### src/rtl/ifu_pkg.sv
// ifu_pkg: shared constants for the instruction-fetch stage.
//   PC_W / INST_W     : address and instruction widths
//   RESET_PC_DEFAULT  : first fetch address after reset
//   PC_STEP           : sequential PC increment
//   NOP_INST          : LoongArch NOP (andi r0,r0,0), handy as a fill word
//   seq_pc()          : sequential next-PC helper (wraps modulo 2^32)
package ifu_pkg;

    localparam int PC_W   = 32;
    localparam int INST_W = 32;

    localparam logic [PC_W-1:0]   RESET_PC_DEFAULT = 32'h1C00_0000;
    localparam logic [PC_W-1:0]   PC_STEP          = 32'h0000_0004;
    localparam logic [INST_W-1:0] NOP_INST         = 32'h0340_0000;

    function automatic logic [PC_W-1:0] seq_pc(input logic [PC_W-1:0] pc);
        return pc + PC_STEP;
    endfunction

endpackage

### src/rtl/if_inst_buf.sv
// if_inst_buf: holds the fetched word while decode is stalled.
// The SRAM read data is only valid in the cycle right after the request, so
// the first stall cycle copies it into a local buffer; later stall cycles
// deliver the buffered copy regardless of what the SRAM output does.
//   clk, rst  : clock, asynchronous active-high reset
//   fs_valid  : IF holds a live instruction
//   id_ready  : decode accepts this cycle
//   issue     : a new fetch is issued this cycle (buffer no longer relevant)
//   rdata     : SRAM read data
//   inst      : instruction word presented to decode
module if_inst_buf
    import ifu_pkg::*;
(
    input  logic              clk,
    input  logic              rst,
    input  logic              fs_valid,
    input  logic              id_ready,
    input  logic              issue,
    input  logic [INST_W-1:0] rdata,
    output logic [INST_W-1:0] inst
);

    logic              buf_valid_r;
    logic [INST_W-1:0] inst_buf_r;
    logic              capture_s;

    // Capture only once per fetched word: the SRAM data is fresh only while the buffer is empty.
    assign capture_s = fs_valid & ~buf_valid_r & ~id_ready;

    // Buffer register: cleared by each new issue, loaded on the first stall cycle.
    always_ff @(posedge clk or posedge rst) begin
        if (rst) begin
            buf_valid_r <= 1'b0;
            inst_buf_r  <= {INST_W{1'b0}};
        end else if (issue) begin
            buf_valid_r <= 1'b0;
            inst_buf_r  <= inst_buf_r;
        end else if (capture_s) begin
            buf_valid_r <= 1'b1;
            inst_buf_r  <= rdata;
        end else begin
            buf_valid_r <= buf_valid_r;
            inst_buf_r  <= inst_buf_r;
        end
    end

    // Output mux; an empty stage presents zero so the reset value is deterministic.
    always_comb begin
        inst = {INST_W{1'b0}};
        if (buf_valid_r) begin
            inst = inst_buf_r;
        end else if (fs_valid) begin
            inst = rdata;
        end else begin
            inst = {INST_W{1'b0}};
        end
    end

endmodule

### src/rtl/ifu.sv
// ifu: instruction-fetch stage of the 5-stage LoongArch pipeline.
// Computes the next PC, issues requests to the synchronous instruction SRAM
// (data returns one cycle later), and hands {pc, inst} to decode under a
// valid/ready handshake. Taken branches from decode kill the wrong-path
// instruction in IF; a redirect that cannot be issued immediately is parked
// in a pending register until IF can accept a new fetch.
//   clk, rst         : clock, asynchronous active-high reset
//   inst_sram_*      : SRAM request (en, addr) and read data
//   i_id_ready       : decode can accept
//   if_to_id_*       : valid, pc, inst towards decode
//   br_taken/stall   : decode branch outcome; stall means outcome not trustworthy
//   br_target        : redirect target
module ifu
    import ifu_pkg::*;
#(
    parameter logic [PC_W-1:0] RESET_PC = RESET_PC_DEFAULT
) (
    input  logic              clk,
    input  logic              rst,
    output logic              inst_sram_en,
    output logic [PC_W-1:0]   inst_sram_addr,
    input  logic [INST_W-1:0] inst_sram_rdata,
    input  logic              i_id_ready,
    output logic              if_to_id_valid,
    output logic [PC_W-1:0]   if_to_id_pc,
    output logic [INST_W-1:0] if_to_id_inst,
    input  logic              br_taken,
    input  logic              br_stall,
    input  logic [PC_W-1:0]   br_target
);

    logic            rst_q_r;
    logic            fs_valid_r;
    logic [PC_W-1:0] fs_pc_r;
    logic            br_pend_r;
    logic [PC_W-1:0] br_pend_target_r;

    logic            redirect_s;
    logic            fs_allowin_s;
    logic            issue_s;
    logic            xfer_s;
    logic [PC_W-1:0] nextpc_s;

    assign redirect_s   = br_taken & ~br_stall;
    assign fs_allowin_s = ~fs_valid_r | i_id_ready;
    assign issue_s      = ~rst_q_r & fs_allowin_s & ~(redirect_s & fs_valid_r & ~i_id_ready);
    assign xfer_s       = if_to_id_valid & i_id_ready;

    // Next-PC select: a live redirect beats a parked one, which beats sequential flow.
    always_comb begin
        nextpc_s = seq_pc(fs_pc_r);
        if (redirect_s) begin
            nextpc_s = br_target;
        end else if (br_pend_r) begin
            nextpc_s = br_pend_target_r;
        end else begin
            nextpc_s = seq_pc(fs_pc_r);
        end
    end

    assign inst_sram_en   = issue_s;
    assign inst_sram_addr = nextpc_s;
    assign if_to_id_valid = fs_valid_r & ~redirect_s;
    assign if_to_id_pc    = fs_pc_r;

    // Fetch-stage state: post-reset hold-off, PC/valid tracking and the parked redirect.
    always_ff @(posedge clk or posedge rst) begin
        if (rst) begin
            rst_q_r          <= 1'b1;
            fs_valid_r       <= 1'b0;
            fs_pc_r          <= RESET_PC - PC_STEP;
            br_pend_r        <= 1'b0;
            br_pend_target_r <= {PC_W{1'b0}};
        end else begin
            rst_q_r <= 1'b0;

            if (issue_s) begin
                fs_pc_r    <= nextpc_s;
                fs_valid_r <= 1'b1;
            end else if (xfer_s | redirect_s) begin
                // Delivered, or wrong-path and killed.
                fs_pc_r    <= fs_pc_r;
                fs_valid_r <= 1'b0;
            end else begin
                fs_pc_r    <= fs_pc_r;
                fs_valid_r <= fs_valid_r;
            end

            // Any issue consumes the parked target: either it was the issued
            // address, or a newer redirect superseded it.
            if (issue_s) begin
                br_pend_r        <= 1'b0;
                br_pend_target_r <= br_pend_target_r;
            end else if (redirect_s) begin
                br_pend_r        <= 1'b1;
                br_pend_target_r <= br_target;
            end else begin
                br_pend_r        <= br_pend_r;
                br_pend_target_r <= br_pend_target_r;
            end
        end
    end

    if_inst_buf u_inst_buf (
        .clk      (clk),
        .rst      (rst),
        .fs_valid (fs_valid_r),
        .id_ready (i_id_ready),
        .issue    (issue_s),
        .rdata    (inst_sram_rdata),
        .inst     (if_to_id_inst)
    );

endmodule

### config.mk
export PLATFORM = sky130hd
export DESIGN_NAME = ifu
export DESIGN_NICKNAME = d
export VERILOG_FILES = /design/src/rtl/ifu_pkg.sv /design/src/rtl/if_inst_buf.sv /design/src/rtl/ifu.sv
export SDC_FILE = /design/constraint.sdc
export NUM_CORES = 1
export LEC_CHECK = 0
export CORE_MARGIN = 2
export CORE_UTILIZATION = 40
export DETAILED_ROUTE_END_ITERATION = 10
export GPL_TIMING_DRIVEN = 0
export PLACE_DENSITY = 0.69
export SYNTH_ARGS = -nofsm -noshare
export SYNTH_HDL_FRONTEND = slang
export SYNTH_HIERARCHICAL = 1
export SYNTH_SLANG_ARGS = --single-unit
export TNS_END_PERCENT = 30
### constraint.sdc
create_clock -name clk -period 5.38 [get_ports clk]
set_input_delay 1.614 -clock clk [delete_from_list [all_inputs] [get_ports clk]]
set_output_delay 1.614 -clock clk [all_outputs]
set_load 0.005 [all_outputs]
==> metrics.txt, run 1 <==
# TYPE chip_impl_metric gauge
chip_impl_metric{name="avgRoutedWirePerCell",unit="microns"} 18.6
chip_impl_metric{name="irDropWorstVdd",unit="V"} 0.000230
chip_impl_info{name="worst_r2r_startpoint",value="rst_q_r"} 1
chip_impl_info{name="synthFlopType",value="sky130_fd_sc_hd__dfrtp_1"} 1
chip_impl_info{name="critPathTopFamily",value="buffers and inverters"} 1
chip_impl_metric{name="powerDensity",unit="nW/um^2"} 371
chip_impl_metric{name="number_of_register_bits_inferred_by_synthesis",unit=""} 100
chip_impl_metric{name="critical-path-max-stage-delay",unit="ns"} 0.56
chip_impl_metric{name="fill_cells",unit=""} 1195
chip_impl_metric{name="cts_buffer_depth",unit=""} 2
chip_impl_metric{name="placement.io_buffers",unit=""} 166
chip_impl_metric{name="seq_area_frac_synth",unit=""} 0.448
chip_impl_metric{name="yosysWarnings",unit=""} 6
chip_impl_metric{name="initial_utilization",unit=""} 0.409
chip_impl_metric{name="cp_max_fo",unit=""} 12
chip_impl_info{name="timing.critical_path.from_type",value="input pin"} 1
chip_impl_metric{name="syn_to_final_growth",unit="%"} 39.8
chip_impl_info{name="timing.critical_path.from",value="i_id_ready"} 1
chip_impl_metric{name="worstRegToRegCells",unit=""} 6
chip_impl_metric{name="post_synth_and_or_nand_nor_area_fraction",unit=""} 0.160
chip_impl_metric{name="place.gp.congestion",unit=""} 0.842
chip_impl_info{name="rsz_0062_raised_after_global_routing",value="no"} 1
chip_impl_metric{name="die_x",unit="microns"} 123
chip_impl_metric{name="via_count_of_the_first_global_routing_pass",unit=""} 5121
chip_impl_metric{name="clk-insertion-delay-late",unit="ns"} 0.35
chip_impl_metric{name="holdBufCountCts",unit=""} 0
chip_impl_metric{name="number_of_flops_mapped_to_enable_cells_by_yosys",unit=""} 0
chip_impl_metric{name="htree_levels",unit=""} 3
chip_impl_metric{name="p_seq_frac",unit=""} 0.413
chip_impl_info{name="worstSetupEndpointType",value="output pin"} 1
chip_impl_metric{name="clock_sinks",unit=""} 100
chip_impl_metric{name="final_cells",unit=""} 934
chip_impl_metric{name="tritoncts.num_buffers",unit=""} 9
chip_impl_metric{name="yosys-mux-area-fraction",unit=""} 0.160
chip_impl_metric{name="netlist_area",unit="sq um"} 5660
chip_impl_metric{name="share_of_power_burned_in_combinational_logic",unit=""} 0.381
chip_impl_metric{name="wire_length_of_the_first_global_routing_pass",unit="microns"} 26900
chip_impl_metric{name="route.final.wire_length",unit="microns"} 17300
chip_impl_metric{name="antenna_found_initial",unit=""} 0
chip_impl_metric{name="finalSetupViolations",unit=""} 0
chip_impl_metric{name="synth_compound_gate_area_share",unit=""} 0.156
chip_impl_metric{name="clock_edge_transition_at_the_registers_on_the_reported_setup_and_hold_paths",unit="ns"} 0.06
chip_impl_metric{name="ys_async_sr_fraction",unit=""} 1.00
chip_impl_metric{name="initialDrtViolationCount",unit=""} 391
chip_impl_info{name="tritoncts",value="built"} 1
chip_impl_metric{name="worstHoldPathCells",unit=""} 1
chip_impl_metric{name="finalHoldViolations",unit=""} 0
chip_impl_metric{name="coreArea",unit="sq um"} 13800
chip_impl_metric{name="grt.met2_usage",unit=""} 0.376
chip_impl_metric{name="final_cell_utilization_of_the_core",unit=""} 0.572
chip_impl_info{name="synth_top_family_by_area",value="multiplexers"} 1
chip_impl_metric{name="clockPowerShare",unit=""} 0.206
chip_impl_info{name="timing.critical_path.mode_cell",value="sky130_fd_sc_hd__clkdlybuf4s50_1"} 1
chip_impl_metric{name="maximum_operating_frequency",unit="GHz"} 0.190
chip_impl_metric{name="count_of_vias_placed_by_the_detailed_router",unit=""} 5194
chip_impl_metric{name="mappedNetlistNets",unit=""} 641
chip_impl_metric{name="grt_max_degree",unit=""} 68
chip_impl_metric{name="critical_path_depth",unit=""} 6
chip_impl_metric{name="final_min_period_over_clock_period",unit=""} 0.979
chip_impl_metric{name="worst_slew_pin_slew",unit="ns"} 0.852
chip_impl_metric{name="number_of_nets_in_the_final_layout",unit=""} 819
chip_impl_info{name="cts-root-buf",value="sky130_fd_sc_hd__clkbuf_16"} 1
chip_impl_info{name="result_of_the_run",value="completed"} 1
chip_impl_metric{name="timing.final.crit_period",unit="ns"} 5.27
chip_impl_info{name="gr-max-usage-layer",value="met2"} 1
chip_impl_metric{name="power.switching",unit="mW"} 0.913
chip_impl_metric{name="ant_nets",unit=""} 0
chip_impl_metric{name="cap_violations",unit=""} 0
chip_impl_metric{name="rows",unit=""} 43
chip_impl_metric{name="vias_per_cell",unit=""} 5.56
chip_impl_info{name="worstPathCellList",value="clkdlybuf4s50_1 > inv_1 > a21o_1 > clkinvlp_4 > clkbuf_4 > clkdlybuf4s50_1"} 1
chip_impl_metric{name="fp.dieH",unit="microns"} 123
chip_impl_metric{name="dp_cells",unit=""} 917
chip_impl_metric{name="gr-usage-met3",unit=""} 0.0512
chip_impl_metric{name="post_synth_xor_area_fraction",unit=""} 0.0356
chip_impl_metric{name="drtPass1Iterations",unit=""} 5
chip_impl_metric{name="worst_clock_skew",unit="ns"} 0.00576
chip_impl_info{name="critPathSlowestCell",value="sky130_fd_sc_hd__clkdlybuf4s50_1"} 1
chip_impl_metric{name="cellLeakagePower",unit="nW"} 3.13
chip_impl_info{name="worst_hold_startpoint",value="u_inst_buf/inst_buf_r[7]"} 1
chip_impl_metric{name="globalRouteOverflowTotal",unit=""} 0
chip_impl_metric{name="p_int",unit="mW"} 2.02
chip_impl_metric{name="drcViolationCount",unit=""} 0
chip_impl_metric{name="slew_violations",unit=""} 0
chip_impl_metric{name="post-dp-hpwl",unit="microns"} 12900
chip_impl_metric{name="fin_worst_hold_slack",unit="ns"} 0.494
chip_impl_metric{name="grtUsageMet1",unit=""} 0.298
chip_impl_metric{name="antennaDiodeCount",unit=""} 0
chip_impl_info{name="hold_path_class",value="register to register"} 1
chip_impl_metric{name="design.die.area",unit="sq um"} 15100
chip_impl_info{name="criticalPathCategory",value="input pin to output pin"} 1
chip_impl_metric{name="worstPathRequired",unit="ns"} 3.77
chip_impl_metric{name="timing.critical_path.arrival",unit="ns"} 3.65
chip_impl_metric{name="syn_avg_cell_area",unit="sq um"} 9.90
chip_impl_metric{name="post_route_cells_drive_above_1_share",unit=""} 0.188
chip_impl_metric{name="grt_usage",unit=""} 0.231
chip_impl_metric{name="synthCells",unit=""} 571
chip_impl_metric{name="io_pins",unit=""} 167
chip_impl_metric{name="yosys.area_share.adder",unit=""} 0.00221
chip_impl_metric{name="wp_buf_inv",unit=""} 5
chip_impl_metric{name="maxSlewHeadroom",unit=""} 0.432
chip_impl_metric{name="power.switching_fraction",unit=""} 0.311
chip_impl_metric{name="synth.distinct_cells",unit=""} 52
routing by layer:
metal | vias to the layer above | wire length (microns)
li1 | 2431 | -
met1 | 2508 | 7200
met2 | 219 | 8250
met3 | 36 | 1450
met4 | 0 | 446
met5 | - | 0
cell type report:
type / count / area (sq um) / area share
Tap cell: 180 / 225 / 0.0285
Sequential cell: 100 / 2540 / 0.321
Clock buffer: 16 / 272 / 0.0343
Buffer: 34 / 195 / 0.0247
Inverter: 9 / 40.0 / 0.00506
Multi-Input combinational cell: 427 / 2940 / 0.372
Timing Repair Buffer: 168 / 1700 / 0.215
flip-flops by register name, summed over array words and instances (netlist names):
name,count
br_pend_r,1
br_pend_target_r,32
fs_valid_r,1
if_to_id_pc,32
rst_q_r,1
u_inst_buf/buf_valid_r,1
u_inst_buf/inst_buf_r,32
metrics by stage:
step | cell area (sq um) | power [mW] | setup TNS, ns | setup slack, ns
after floorplan | 5660 | 1.71 | 0 | 1.11
after global placement | 7540 | 2.29 | -9.66 | -0.672
after detailed placement | 7540 | 2.32 | -10.77 | -0.641
after CTS | 7860 | 2.95 | 0 | 0.0326
after global routing | 7910 | 3.12 | 0 | 0.0545
final | 7910 | 2.93 | 0 | 0.113
kinds of logic (layout without fill, tap and decap cells):
kind of cell,count (synthesis),in the layout
AO/OA/AOI/OAI,147,147
multiplexers,81,81
adder cells (fa/ha/maj),1,1
other,1,1
flip-flops,100,100
XOR/XNOR,23,23
AND/OR/NAND/NOR,174,174
buffers and inverters,44,227
cell usage in the layout, fill, tap and decap left out, types with 3 or more instances in the layout:
cell and instances:
sky130_fd_sc_hd__buf_1 4, sky130_fd_sc_hd__a22o_1 13, sky130_fd_sc_hd__buf_6 5, sky130_fd_sc_hd__clkbuf_16 9
sky130_fd_sc_hd__nand4_1 9, sky130_fd_sc_hd__and2_1 3, sky130_fd_sc_hd__clkdlybuf4s50_1 164, sky130_fd_sc_hd__mux2_1 4
sky130_fd_sc_hd__o311ai_0 3, sky130_fd_sc_hd__o21ai_0 48, sky130_fd_sc_hd__o21bai_1 6, sky130_fd_sc_hd__xnor2_1 12
sky130_fd_sc_hd__nand2_1 77, sky130_fd_sc_hd__dfrtp_1 73, sky130_fd_sc_hd__buf_4 6, sky130_fd_sc_hd__a2bb2oi_1 7
sky130_fd_sc_hd__mux2_2 72, sky130_fd_sc_hd__inv_1 6, sky130_fd_sc_hd__and3b_1 4, sky130_fd_sc_hd__a21oi_1 44
sky130_fd_sc_hd__nor2_1 14, sky130_fd_sc_hd__mux2i_1 5, sky130_fd_sc_hd__and3_1 12, sky130_fd_sc_hd__nand2b_1 4
sky130_fd_sc_hd__nor4_1 5, sky130_fd_sc_hd__nand3_1 21, sky130_fd_sc_hd__xor2_1 11, sky130_fd_sc_hd__nor3_1 4
sky130_fd_sc_hd__clkbuf_1 20, sky130_fd_sc_hd__dfstp_2 27, sky130_fd_sc_hd__a31oi_1 5, sky130_fd_sc_hd__or3_1 9
sky130_fd_sc_hd__o21ai_1 5
synth_stat cells, types with 2 or more instances:
library cell / n / area (sq um)
sky130_fd_sc_hd__a21oi_1: 45 / 225
sky130_fd_sc_hd__a22o_1: 13 / 114
sky130_fd_sc_hd__a2bb2oi_1: 7 / 61.3
sky130_fd_sc_hd__a31o_2: 2 / 17.5
sky130_fd_sc_hd__a31oi_1: 6 / 37.5
sky130_fd_sc_hd__and2_1: 3 / 18.8
sky130_fd_sc_hd__and3_1: 12 / 75.1
sky130_fd_sc_hd__and3b_1: 4 / 35.0
sky130_fd_sc_hd__and4_1: 2 / 17.5
sky130_fd_sc_hd__buf_1: 5 / 18.8
sky130_fd_sc_hd__buf_2: 4 / 20.0
sky130_fd_sc_hd__buf_6: 5 / 56.3
sky130_fd_sc_hd__clkbuf_1: 21 / 78.8
sky130_fd_sc_hd__dfrtp_1: 73 / 1830
sky130_fd_sc_hd__dfstp_2: 27 / 709
sky130_fd_sc_hd__inv_1: 8 / 30.0
sky130_fd_sc_hd__mux2_1: 4 / 45.0
sky130_fd_sc_hd__mux2_2: 72 / 811
sky130_fd_sc_hd__mux2i_1: 5 / 50.1
sky130_fd_sc_hd__nand2_1: 77 / 289
sky130_fd_sc_hd__nand2b_1: 4 / 25.0
sky130_fd_sc_hd__nand3_1: 21 / 105
sky130_fd_sc_hd__nand4_1: 9 / 56.3
sky130_fd_sc_hd__nor2_1: 15 / 56.3
sky130_fd_sc_hd__nor2b_1: 2 / 12.5
sky130_fd_sc_hd__nor3_1: 4 / 20.0
sky130_fd_sc_hd__nor4_1: 5 / 31.3
sky130_fd_sc_hd__nor4_4: 2 / 42.5
sky130_fd_sc_hd__o21ai_0: 49 / 245
sky130_fd_sc_hd__o21ai_1: 4 / 20.0
sky130_fd_sc_hd__o21bai_1: 6 / 45.0
sky130_fd_sc_hd__o22ai_1: 2 / 12.5
sky130_fd_sc_hd__o311ai_0: 3 / 26.3
sky130_fd_sc_hd__o31a_1: 2 / 17.5
sky130_fd_sc_hd__o31ai_1: 2 / 15.0
sky130_fd_sc_hd__or3_1: 9 / 56.3
sky130_fd_sc_hd__xnor2_1: 12 / 105
sky130_fd_sc_hd__xor2_1: 11 / 96.3
timing repair:
item | 4_1_cts | 5_1_grt
buffers inserted | 1 | 0
gates resized for setup | 19 | 7
pin swaps | 1 | 1
endpoints found under the hold margin | 0 | 0
setup endpoints to repair | 33 | 7
power groups by stage:
| stage | sequential, mW | clock [mW] | combinational (mW) |
|---|---|---|---|
| 2_1_floorplan | 1.17 | 0 | 0.537 |
| 3_3_place_gp | 1.20 | 0 | 1.09 |
| 3_5_place_dp | 1.22 | 0 | 1.11 |
| 4_1_cts | 1.21 | 0.623 | 1.12 |
| 5_1_grt | 1.25 | 0.649 | 1.22 |
| 6_report | 1.21 | 0.605 | 1.12 |
path summary, 6_finish.rpt:
| path | end | slack (ns) |
|---|---|---|
| min in group asynchronous | u_inst_buf/inst_buf_r[18] | 1.68 |
| hold / removal | u_inst_buf/inst_buf_r[7] | 0.49 |
| setup reg to reg | u_inst_buf/inst_buf_r[27] | 2.84 |
| max in group asynchronous | if_to_id_pc[1] | 2.99 |
| setup / recovery | inst_sram_en | 0.11 |
| hold reg to reg | u_inst_buf/inst_buf_r[7] | 0.49 |
(Power assumes the default switching activity.)
==> inputs of run 2 (changes only) <==
GPL_ROUTABILITY_DRIVEN = 0   (was not set)
==> results of run 2 <==
Same layout as run 1: the final DEF is identical, and so are final timing and power.
==> inputs of run 3 (changes only) <==
CORE_MARGIN = not set   (was 2)
==> run 3 against run 2 <==
  * Utilization increased by 0.27 points
  * Wire length down 0.75%
  * First-iteration DRC count is 22% lower
  * Worst hold slack got worse by 0.0042 ns
  * Sequential power barely moved
  * Maximum frequency decreased by 0.66%
  * Sequential share of layout area decreased by 0.15 points
  * Worst setup slack lost 0.035 ns
  * Die area fell by 3.2%
  * Count of clock-buffer cells in the layout unchanged
  * Non-clock buffer count stayed put
  * Register-to-register slack gained 0.03 ns
  * Largest cell class unchanged
  * Largest power group unchanged
  * Highest routed layer unchanged
==> metrics.txt, run 3 (synthesis results as in run 1) <==
# TYPE chip_impl_metric gauge
chip_impl_info{name="result_of_the_run",value="completed"} 1
chip_impl_metric{name="pre_cts_ws",unit="ns"} -0.708
chip_impl_metric{name="multi_input_area",unit="sq um"} 2940
chip_impl_info{name="timing.critical_path.from_type",value="input pin"} 1
chip_impl_metric{name="globalRouteOverflowTotal",unit=""} 0
chip_impl_metric{name="worst_clock_skew",unit="ns"} 0.00806
chip_impl_metric{name="number_of_nets_in_the_final_layout",unit=""} 819
chip_impl_metric{name="maxSlewHeadroom",unit=""} 0.434
chip_impl_metric{name="timing.critical_path.arrival",unit="ns"} 3.69
chip_impl_metric{name="tritoncts.num_buffers",unit=""} 9
chip_impl_metric{name="timing.final.ws_setup",unit="ns"} 0.0777
chip_impl_metric{name="worst_slew_pin_slew",unit="ns"} 0.850
chip_impl_metric{name="holdBufCountCts",unit=""} 0
chip_impl_metric{name="ff_latch_area",unit="sq um"} 2540
chip_impl_metric{name="irDropWorstVdd",unit="V"} 0.000242
chip_impl_metric{name="slew_violations",unit=""} 0
chip_impl_metric{name="count_of_vias_placed_by_the_detailed_router",unit=""} 5203
chip_impl_info{name="cts-root-buf",value="sky130_fd_sc_hd__clkbuf_16"} 1
chip_impl_metric{name="syn_to_final_growth",unit="%"} 40.5
chip_impl_metric{name="drcViolationCount",unit=""} 0
chip_impl_info{name="criticalPathCategory",value="input pin to output pin"} 1
chip_impl_metric{name="fill_cells",unit=""} 1182
chip_impl_metric{name="clock_sinks",unit=""} 100
chip_impl_metric{name="rows",unit=""} 43
chip_impl_metric{name="clk-insertion-delay-late",unit="ns"} 0.35
chip_impl_metric{name="route.final.wire_length",unit="microns"} 17200
chip_impl_metric{name="clock_edge_transition_at_the_registers_on_the_reported_setup_and_hold_paths",unit="ns"} 0.06
chip_impl_metric{name="die_x",unit="microns"} 121
chip_impl_metric{name="placement.io_buffers",unit=""} 166
chip_impl_metric{name="avgRoutedWirePerCell",unit="microns"} 18.4
chip_impl_metric{name="cellLeakagePower",unit="nW"} 3.15
chip_impl_metric{name="worstHoldPathCells",unit=""} 1
chip_impl_metric{name="critical-path-max-stage-delay",unit="ns"} 0.56
chip_impl_info{name="hold_path_class",value="register to register"} 1
chip_impl_info{name="timing.critical_path.from",value="br_taken"} 1
chip_impl_metric{name="post-dp-hpwl",unit="microns"} 12700
chip_impl_metric{name="timing.reg2reg.setup_slack",unit="ns"} 2.87
chip_impl_metric{name="initial_utilization",unit=""} 0.409
chip_impl_metric{name="initialDrtViolationCount",unit=""} 304
chip_impl_metric{name="io_pins",unit=""} 167
chip_impl_metric{name="worstPathRequired",unit="ns"} 3.77
chip_impl_metric{name="cts_buffer_depth",unit=""} 2
chip_impl_metric{name="via_count_of_the_first_global_routing_pass",unit=""} 5145
chip_impl_metric{name="post_route_cells_drive_above_1_share",unit=""} 0.194
chip_impl_info{name="timing.critical_path.mode_cell",value="sky130_fd_sc_hd__clkdlybuf4s50_1"} 1
chip_impl_metric{name="ant_nets",unit=""} 0
chip_impl_metric{name="cp_max_fo",unit=""} 10
chip_impl_metric{name="cap_violations",unit=""} 0
chip_impl_info{name="mostFrequentLayoutCell",value="sky130_fd_sc_hd__clkdlybuf4s50_1"} 1
chip_impl_metric{name="wire_length_of_the_first_global_routing_pass",unit="microns"} 26600
chip_impl_metric{name="powerDensity",unit="nW/um^2"} 374
chip_impl_metric{name="finalSetupViolations",unit=""} 0
chip_impl_metric{name="worstRegToRegCells",unit=""} 6
chip_impl_metric{name="vias_per_cell",unit=""} 5.57
chip_impl_metric{name="design.die.area",unit="sq um"} 14600
chip_impl_info{name="worstSetupEndpointType",value="output pin"} 1
chip_impl_metric{name="maximum_operating_frequency",unit="GHz"} 0.189
chip_impl_info{name="layout_common_cells",value="165 x sky130_fd_sc_hd__clkdlybuf4s50_1, 76 x sky130_fd_sc_hd__nand2_1, 73 x sky130_fd_sc_hd__dfrtp_1"} 1
chip_impl_metric{name="antenna_found_initial",unit=""} 0
chip_impl_info{name="tritoncts",value="built"} 1
chip_impl_info{name="worstPathCellList",value="clkdlybuf4s50_1 > nand2b_1 > clkbuf_4 > clkbuf_8 > a31oi_1 > o21ai_1 > clkdlybuf4s50_1"} 1
chip_impl_metric{name="coreArea",unit="sq um"} 13800
chip_impl_info{name="r2r_end",value="u_inst_buf/inst_buf_r[26]"} 1
chip_impl_info{name="rsz_0062_raised_after_global_routing",value="no"} 1
chip_impl_metric{name="final_cells",unit=""} 934
chip_impl_metric{name="finalHoldViolations",unit=""} 0
chip_impl_metric{name="grt_max_degree",unit=""} 68
chip_impl_info{name="critPathSlowestCell",value="sky130_fd_sc_hd__clkdlybuf4s50_1"} 1
chip_impl_metric{name="dp_cells",unit=""} 917
chip_impl_metric{name="final_min_period_over_clock_period",unit=""} 0.986
chip_impl_metric{name="timing.final.crit_period",unit="ns"} 5.30
chip_impl_metric{name="fp.dieH",unit="microns"} 121
chip_impl_metric{name="grt_usage",unit=""} 0.239
chip_impl_info{name="endpoint",value="inst_sram_addr[17]"} 1
chip_impl_metric{name="drtPass1Iterations",unit=""} 5
chip_impl_metric{name="antennaDiodeCount",unit=""} 0
chip_impl_metric{name="htree_levels",unit=""} 3
chip_impl_info{name="worst_r2r_startpoint",value="rst_q_r"} 1
-- run 3: cell types whose count changed in the layout (fill, tap and decap cells not counted), sizes merged --
cell	before	now
buf	18	16
clkbuf	34	36
clkdlybuf4s50	164	165
clkinv	1	2
dlygate4sd2	1	0
inv	7	6
-- run 3: how the worst min path moves through the flow --
stage / from / end / slack, ns
after global placement: u_inst_buf/inst_buf_r[29] / u_inst_buf/inst_buf_r[29] / 0.47
after global routing: u_inst_buf/inst_buf_r[31] / u_inst_buf/inst_buf_r[31] / 0.50
after CTS: u_inst_buf/inst_buf_r[5] / u_inst_buf/inst_buf_r[5] / 0.49
after floorplan: u_inst_buf/inst_buf_r[29] / u_inst_buf/inst_buf_r[29] / 0.46
after detailed placement: u_inst_buf/inst_buf_r[5] / u_inst_buf/inst_buf_r[5] / 0.47
final: u_inst_buf/inst_buf_r[5] / u_inst_buf/inst_buf_r[5] / 0.49
-- run 3: layer usage --
| layer | global-route usage | wire length (microns) | up-vias |
|---|---|---|---|
| li1 | - | - | 2426 |
| met1 | 0.291 | 7140 | 2507 |
| met2 | 0.396 | 8170 | 238 |
| met3 | 0.0620 | 1460 | 32 |
| met4 | 0.110 | 439 | 0 |
| met5 | 0 | 0 | - |
-- run 3: timing repair --
action / in CTS / in global routing
buffers inserted: 1 / 0
resized for setup: 23 / 3
hold endpoints to repair: 0 / 0
pin swaps: 0 / 0
setup endpoints to repair: 33 / 11
-- run 3: area by class of cell --
cell class | count | share of cell area
plain buffers | 34 | 0.0257
clock buffers | 16 | 0.0380
inverters | 9 | 0.00504
multi-input cells | 427 | 0.370
flip-flops and latches | 100 | 0.319
well taps | 180 | 0.0283
repair buffers | 168 | 0.214
-- run 3: worst max-delay path: cells and delay by family --
family          cells  cell delay, ns
simple gates        1            0.11
compound gates      2            0.51
buf+inv             4            1.46
-- run 3: per-stage QoR --
step / instance area, sq um / power [mW] / setup TNS [ns] / hold slack, ns / util
after floorplan: 5660 / 1.71 / 0 / 0.458 / -
after CTS: 7910 / 2.99 / -0.0131 / 0.491 / 0.572
after global routing: 7950 / 3.15 / 0 / 0.501 / 0.575
after global placement: 7540 / 2.29 / -10.45 / 0.471 / 0.545
final: 7950 / 2.97 / 0 / 0.490 / 0.575
after detailed placement: 7540 / 2.32 / -10.79 / 0.475 / 0.546
-- run 3: report_power, final --
group	leakage, nW	switching (mW)	internal, mW
clock network	0.149	0.271	0.378
registers	1.15	0.198	1.01
logic	1.85	0.446	0.670
total	3.15	0.915	2.06
